`src/rtl/seg6_pkg.sv`:
```
// seg6_pkg: shared constants for the six-digit 7-segment scan driver.
//   NUM_DIGITS : digits on the display (fixed at 6)
//   SEL_W      : width of the digit-selector select
//   SEG_OFF    : all segments dark, {dp,g,f,e,d,c,b,a}, active-low
//   AN_OFF     : all anodes off, active-low
//   HEX_SEG    : active-low {g,f,e,d,c,b,a} codes for hex digits 0..F
package seg6_pkg;

    localparam int unsigned NUM_DIGITS = 6;
    localparam int unsigned SEL_W      = 3;

    localparam logic [7:0] SEG_OFF = 8'hFF;
    localparam logic [5:0] AN_OFF  = 6'b111111;

    localparam logic [6:0] HEX_SEG [16] = '{
        7'h40, 7'h79, 7'h24, 7'h30, 7'h19, 7'h12, 7'h02, 7'h78,
        7'h00, 7'h10, 7'h08, 7'h03, 7'h46, 7'h21, 7'h06, 7'h0E
    };

endpackage

```
`src/rtl/hex7seg_dec.sv`:
```
// hex7seg_dec: combinational hex digit to 7-segment decoder.
//   dig : 4-bit hex value
//   seg : active-low segments {g,f,e,d,c,b,a}
module hex7seg_dec
    import seg6_pkg::*;
(
    input  logic [3:0] dig,
    output logic [6:0] seg
);

    assign seg = HEX_SEG[dig];

endmodule

```
`src/rtl/seg6_scan_driver.sv`:
```
// seg6_scan_driver: time-multiplexed six-digit 7-segment display driver.
// Drives the digit selector with a scan counter, decodes the returned digit
// and drives one active-low anode at a time. Outputs are registered, so an/seg
// show the sel/dig_in of the previous cycle.
//   clk    : system clock
//   rst    : synchronous reset, active-high
//   en     : scan enable; low blanks the display and freezes the scan
//   dig_in : digit value returned by the selector for the current sel
//   blank  : per-digit blank, bit k high turns digit k off
//   point  : per-digit decimal point, bit k high lights DP of digit k
//   sel    : select to the digit selector, 0..5
//   an     : anodes, active-low
//   seg    : segments {dp,g,f,e,d,c,b,a}, active-low
// Build option: define SEG6_GHOST_BLANK_EN to insert one dark cycle on every
// digit change to suppress ghosting.
module seg6_scan_driver
    import seg6_pkg::*;
#(
    parameter int unsigned CLK_DIV_W  = 17,
    parameter int unsigned NUM_DIGITS = seg6_pkg::NUM_DIGITS
) (
    input  logic             clk,
    input  logic             rst,
    input  logic             en,
    input  logic [3:0]       dig_in,
    input  logic [5:0]       blank,
    input  logic [5:0]       point,
    output logic [SEL_W-1:0] sel,
    output logic [5:0]       an,
    output logic [7:0]       seg
);

    logic [CLK_DIV_W-1:0] pre_q;
    logic [SEL_W-1:0]     sel_q;
    logic [5:0]           an_q, an_d;
    logic [7:0]           seg_q, seg_d;
    logic                 tick;
    logic                 sel_valid;
    logic [6:0]           dec_seg;

    assign tick      = en & (&pre_q);
    assign sel_valid = (sel_q < SEL_W'(NUM_DIGITS));

    hex7seg_dec u_dec (
        .dig (dig_in),
        .seg (dec_seg)
    );

    // Prescaler and scan counter; both hold while en is low.
    always_ff @(posedge clk) begin
        if (rst) begin
            pre_q <= '0;
            sel_q <= '0;
        end else if (en) begin
            pre_q <= pre_q + 1'b1;
            if (tick) begin
                // >= also recovers from the unused codes 6 and 7
                sel_q <= (sel_q >= SEL_W'(NUM_DIGITS - 1)) ? '0 : sel_q + 1'b1;
            end
        end
    end

    always_comb begin
        an_d  = AN_OFF;
        seg_d = SEG_OFF;
        if (en && sel_valid && !blank[sel_q]) begin
            an_d  = ~(6'b000001 << sel_q);
            seg_d = {~point[sel_q], dec_seg};
        end
`ifdef SEG6_GHOST_BLANK_EN
        // Dark for the first cycle the new sel is out, while anode and
        // segments would otherwise still show the previous digit.
        if (tick) begin
            an_d  = AN_OFF;
            seg_d = SEG_OFF;
        end
`endif
    end

    always_ff @(posedge clk) begin
        if (rst) begin
            an_q  <= AN_OFF;
            seg_q <= SEG_OFF;
        end else begin
            an_q  <= an_d;
            seg_q <= seg_d;
        end
    end

    assign sel = sel_q;
    assign an  = an_q;
    assign seg = seg_q;

endmodule

```
`config.mk`:
```
export PLATFORM = sky130hd
export DESIGN_NAME = seg6_scan_driver
export DESIGN_NICKNAME = d
export VERILOG_FILES = /design/src/rtl/seg6_pkg.sv /design/src/rtl/hex7seg_dec.sv /design/src/rtl/seg6_scan_driver.sv
export SDC_FILE = /design/constraint.sdc
export NUM_CORES = 1
export LEC_CHECK = 0
export ABC_CLOCK_PERIOD_IN_PS = 4400
export CELL_PAD_IN_SITES_DETAIL_PLACEMENT = 0
export CELL_PAD_IN_SITES_GLOBAL_PLACEMENT = 1
export CORE_MARGIN = 2
export CORE_UTILIZATION = 40
export DETAILED_ROUTE_END_ITERATION = 16
export PLACE_DENSITY_LB_ADDON = 0.1
export SYNTH_ARGS = -nofsm -noshare
export SYNTH_HDL_FRONTEND = slang
export SYNTH_SLANG_ARGS = --single-unit
```
`constraint.sdc`:
```
create_clock -name clk -period 4.4 [get_ports clk]
set_input_delay 1.32 -clock clk [delete_from_list [all_inputs] [get_ports clk]]
set_output_delay 1.32 -clock clk [all_outputs]
set_load 0.01 [all_outputs]
```
==> flow_summary_export.csv <==
group,metric,value,unit
global_routing,grt_pass1_vias,1404,
sta,max_freq,0.350,GHz
final_layout,finalInstanceArea,0.00207,mm2
final_layout,final_common_cell,"clkdlybuf4s50_1",
place,io_buffers,35,
clock_network,htreeDepth,2,
final_layout,fin_nets,245,
worst_setup_path,cp_max_fo,11,
synth,syn_inst,180,
synth,netlist_area,0.00163,mm2
sta,timing.setup.tns,0,ps
pwr,ir_worst_vdd,102,uV
final_layout,diodes,0,
floorplanning,pin_count,36,
final_layout,drive_gt1_frac,0.0376,
final_layout,postLayoutCoreUtil,0.522,
sta,fin_skew,3.22,ps
synth,ys_types,35,
worst_hold_path,hold_depth,2,
worst_setup_path,critical-path-max-stage-delay,630,ps
clock_network,cts_tree,"built",
worst_setup_path,critPathTopFamily,"buffers and inverters",
routing,via_per_inst,5.09,
worst_setup_path,slowest_stage,"clkdlybuf4s50_1",
worst_setup_path,critPathArrivalTime,1530,ps
routing,drtIter0Drc,44,
sta,worst_pin_slew,753,ps
clock_network,max-clock-path-buffers,2,
sta,post-route-min-period,2850,ps
place,dpl.hpwl,2.51,mm
synth,synth_flop_cell,"dfxtp_1",
worst_setup_path,path_class,"reg -> out",
global_routing,grt_max_degree,22,
floorplanning,die_h,67.8,um
clock_network,hold_buffers,0,
sta,rsz0062_at_grt,"no",
synth,synth.avg_cell_area,9.05,um2
worst_hold_path,hold_class,"reg -> reg",
sta,setup_violations,0,
floorplanning,rows,23,
synth,ys.warnings.count,0,
synth,async_reset_ff_frac,0,
synth,syn-num-nets,212,
sta,finalHoldViolCount,0,
global_routing,grt_pass1_wl,5.78,mm
clock_network,root_buffer,"clkbuf_8",
worst_setup_path,cp.depth,1,
floorplanning,die-area,0.00460,mm2
clock_network,cts-resized-gates,0,
routing,vias,1339,
worst_setup_path,cp.required,3080,ps
synth,muxShareOfSynthArea,0.0507,
synth,ys_ff_latch,34,
sta,period_share,0.649,
floorplanning,start_util,0.410,
run_status,run_status,"complete, no violations",
worst_setup_path,startpoint_type,"register",
synth,synth_compound_area_frac,0.112,
worst_setup_path,end_kind,"output pin",
clock_network,clk_pin_slew,60,ps
clock_network,cts_sinks,34,
place,gp_congestion,0.760,
routing,drt-total-wl,3.34,mm
routing,drc,0,
clock_network,clkLatencyLatePin,280,ps
synth,synth_fa_ha_area_frac,0.0998,
job,maxCapViolCount,0,
floorplanning,chipWidth,67.8,um
synth,synth_edf_count,0,
sta,drv_slew,0,
worst_setup_path,r2r_cells,8,
global_routing,antenna_found_initial,0,
synth,synthSimpleGateAreaFrac,0.213,
sta,slew_headroom,0.497,
routing,wl_per_cell,12.7,um
synth,synth_seq_area_share,0.418,
final_layout,area_growth,27.3,%
floorplanning,coreArea,0.00397,mm2
clock_network,cts_buffers,5,
final_layout,layout_common_cells,"clkdlybuf4s50_1, dfxtp_1, nor2_1",
pwr,power.density,280,mW/mm2
global_routing,grt_usage,0.168,
synth,synth_xor_area_frac,0.0591,
global_routing,overflow,0,
worst_setup_path,crit_buf_inv,1,
routing,firstDrtPassIters,4,
synth,synth_top_family_by_area,"simple AND/OR/NAND/NOR gates",
routing,ant_nets,0,
pwr,p_leak,0.767,nW
worst_setup_path,critical_path.cell_chain,"clkdlybuf4s50_1",
place,placed_area,0.00200,mm2
clock_network,cts_setup_buffers,0,
-- stage by stage --
step | hold WS (ps) | setup WS (ps) | cells | power (W)
after floorplan | 452 | 2010 | 180 | 0.000348
after global placement | 462 | 1330 | 256 | 0.000376
after detailed placement | 482 | 1280 | 256 | 0.000377
after CTS | 491 | 1510 | 263 | 0.000590
after global routing | 513 | 1440 | 263 | 0.000608
final | 489 | 1550 | 263 | 0.000580
-- Yosys cell counts, types with 4 or more instances --
cell,count,area [um2]
buf_2,4,20.0
inv_1,6,22.5
dfxtp_1,34,681
nand3_1,12,60.1
o21ai_0,7,35.0
ha_1,13,163
mux2i_1,6,60.1
xor2_1,9,78.8
nand4_1,5,31.3
nor2_1,21,78.8
nand2_1,16,60.1
a21oi_1,6,30.0
o311ai_0,4,35.0
-- flip-flops by register name, summed over array words and instances (netlist names) --
name   flops
seg        8
sel        3
an         6
pre_q     17
-- kinds of logic after synthesis --
kind of cell    after synthesis
simple gates                 70
flops                        34
compound gates               28
buf+inv                      17
fa+ha+maj                    13
xor+xnor                     11
mux                           7
-- per-layer routing --
layer,track usage,share of wire,vias up
li1,-,-,689
met1,0.177,0.43,615
met2,0.300,0.51,30
met3,0.0576,0.053,5
met4,0.0800,0.0087,0
met5,0,0,-
-- power breakdown --
group	total (W)	switching [W]	leakage (nW)	internal (W)
clock	0.000210	0.000102	0.0383	0.000109
sequential	0.000316	0.00000284	0.276	0.000313
combinational	0.0000540	0.0000241	0.453	0.0000299
-- cell type report --
cell class	instances	area, um2
timing repair buffer	36	358
clock buffer	7	76.3
fill	374	1900
inverter	7	26.3
multi-input combinational	129	871
sequential	34	681
tap	50	62.6
-- final timing paths --
| path | from | endpoint | slack [ps] |
|---|---|---|---|
| max | sel[0]$_SDFFE_PP0P_ | sel[0] | 1550 |
| min | pre_q[15]$_SDFFE_PP0P_ | pre_q[15]$_SDFFE_PP0P_ | 490 |
| max reg2reg | pre_q[3]$_SDFFE_PP0P_ | sel[2]$_SDFFE_PP0P_ | 2520 |
| min reg2reg | pre_q[15]$_SDFFE_PP0P_ | pre_q[15]$_SDFFE_PP0P_ | 490 |
-- worst reg2reg max path: stages, from the launching register on --
cell     delay, ps
dfxtp_1        400
and4_1         380
nand3_4        110
nor3_1         200
ha_1           180
nand2_1        140
nor3_1         230
a21oi_1         60
nor2_1         100
(Power assumes the default switching activity.)
==> patch: new RTL, same settings <==
Add a define of `SEG6_GHOST_BLANK_EN`.
--- a/src/rtl/seg6_scan_driver.sv
+++ b/src/rtl/seg6_scan_driver.sv
@@ -13,6 +13,8 @@
 //   seg    : segments {dp,g,f,e,d,c,b,a}, active-low
 // Build option: define SEG6_GHOST_BLANK_EN to insert one dark cycle on every
 // digit change to suppress ghosting.
+`define SEG6_GHOST_BLANK_EN
+
 module seg6_scan_driver
     import seg6_pkg::*;
 #(
Function: same outputs for any inputs over 10 cycles, from zero or initial values and one cycle with rst high; that may be too few to reach the edited logic, so the function may still have changed.
==> patch against the unedited design <==
Sequential cell count unchanged. Total power increased by 5.6%. Register-to-register slack lost 30 ps. Design area increased by 3.7%. Wire length up 0.27%. Clock power increased by 12%. Area after synthesis rose by 5.3%. Count of clock-buffer cells in the layout did not move. Clock skew down 0.51 ps. Die area up 5.0%. Setup slack gained 2.6 ps.
==> patch: results (changes against the unedited design) <==
metric	value	unit	change
grt_max_degree	22		unchanged
max_flop_register	pre_q		
cts_buffer_depth	2		unchanged
largest_register_ffs	17		unchanged
syn_inst	183		+1.7%
post-route-min-period	2850	ps	-2.55 ps
crit_path_max_incr_delay	630	ps	about the same
cts_resized	0		unchanged
synth_area_leaders	dfxtp_1, ha_1, xor2_1		
synthAdderAreaFrac	0.0948		-0.00503
slowest_stage	clkdlybuf4s50_1		
track_usage	0.154		-0.0146
hpwl	2560	um	+2.2%
drive_gt1_frac	0.0791		+0.0415
vdd_drop_max	0.0000993	V	-2.6%
reg2reg_depth	8		unchanged
yosys-top-cells-count	dfxtp_1, nor2_1, ha_1, nand2_1, xor2_1		
num_antenna_cells	0		unchanged
hold_slack	498	ps	+9.33 ps
r2r_setup_slack	2490	ps	-30 ps
ctsRootBufferMaster	clkbuf_8		
muxShareOfSynthArea	0.0693		+0.0186
worstSkewPairLatency	280	ps	about the same
antenna_found_initial	0		unchanged
cts_setup_buffers	0		unchanged
cts.clk_slew.worst_paths	70	ps	
r2r-end	sel[0]		
nets	246		+0.41%
worst_clock_skew	2.71	ps	-0.508 ps
wl_per_cell	12.6	um	-0.49%
multi_input_area	932	um2	+7.0%
tightest_slew	708	ps	-44.4 ps
finalWirelength	3350	um	+0.27%
post_dp_cell_area	2060	um2	+3.1%
whs_endpoint	pre_q[15]		
leakage	0.804	nW	+4.8%
synth.distinct_cells	36		+2.9%
synth_xor_area_frac	0.0613		+0.00213
numCtsBuffers	5		unchanged
synth_compound_area_frac	0.0853		-0.0268
fillers	361		-3.5%
grt_pass1_wl	5870	um	+1.4%
dp.cells	257		+0.39%
ys_seq_area_frac	0.397		-0.0210
gp_congestion	0.770		+1.3%
drt-initial-drc-count	37		-16%
route.vias.total	1335		-0.30%
yosysWarnings	0		unchanged
synthesis.nets	215		+1.4%
async_reset_ff_frac	0		unchanged
status	completed		
crit_family	buffers and inverters		
overflow	0		unchanged
htreeDepth	2		unchanged
io_buffer_count	35		unchanged
dp_slack	1290	ps	+11.0 ps
rr_startpoint	pre_q[3]		
min_path_cells	2		unchanged
==> patch: cell type report <==
type,instances,share of cell area
Tap cell,50,0.0291
Multi-Input combinational cell,130,0.433
Timing Repair Buffer,36,0.166
Clock inverter,1,0.00233
Sequential cell,34,0.316
Clock buffer,7,0.0401
Inverter,7,0.0122
==> patch: worst reg2reg max path: stages (launching register included) <==
cell and delay [ps]:
dfxtp_1 400, and4_1 440, nand2_1 90, nor3_1 200, ha_1 210, nand2_1 140
nor3_1 210, a21oi_1 60, nor2_1 100
==> patch: metal layers <==
layer / track usage / up-vias / routed length (um) / part of all wire
met2: 0.261 / 30 / 1620 / 0.48
met1: 0.172 / 606 / 1490 / 0.44
met5: 0 / - / 0 / 0
li1: - / 693 / - / -
met4: 0.0719 / 0 / 72 / 0.021
met3: 0.0538 / 6 / 167 / 0.050
==> patch: power by group <==
part	internal, mW	switching, mW	leakage [nW]	total, mW
Combinational	0.0344	0.0274	0.480	0.0618
Clock	0.126	0.109	0.0482	0.235
Sequential	0.313	0.00231	0.276	0.315
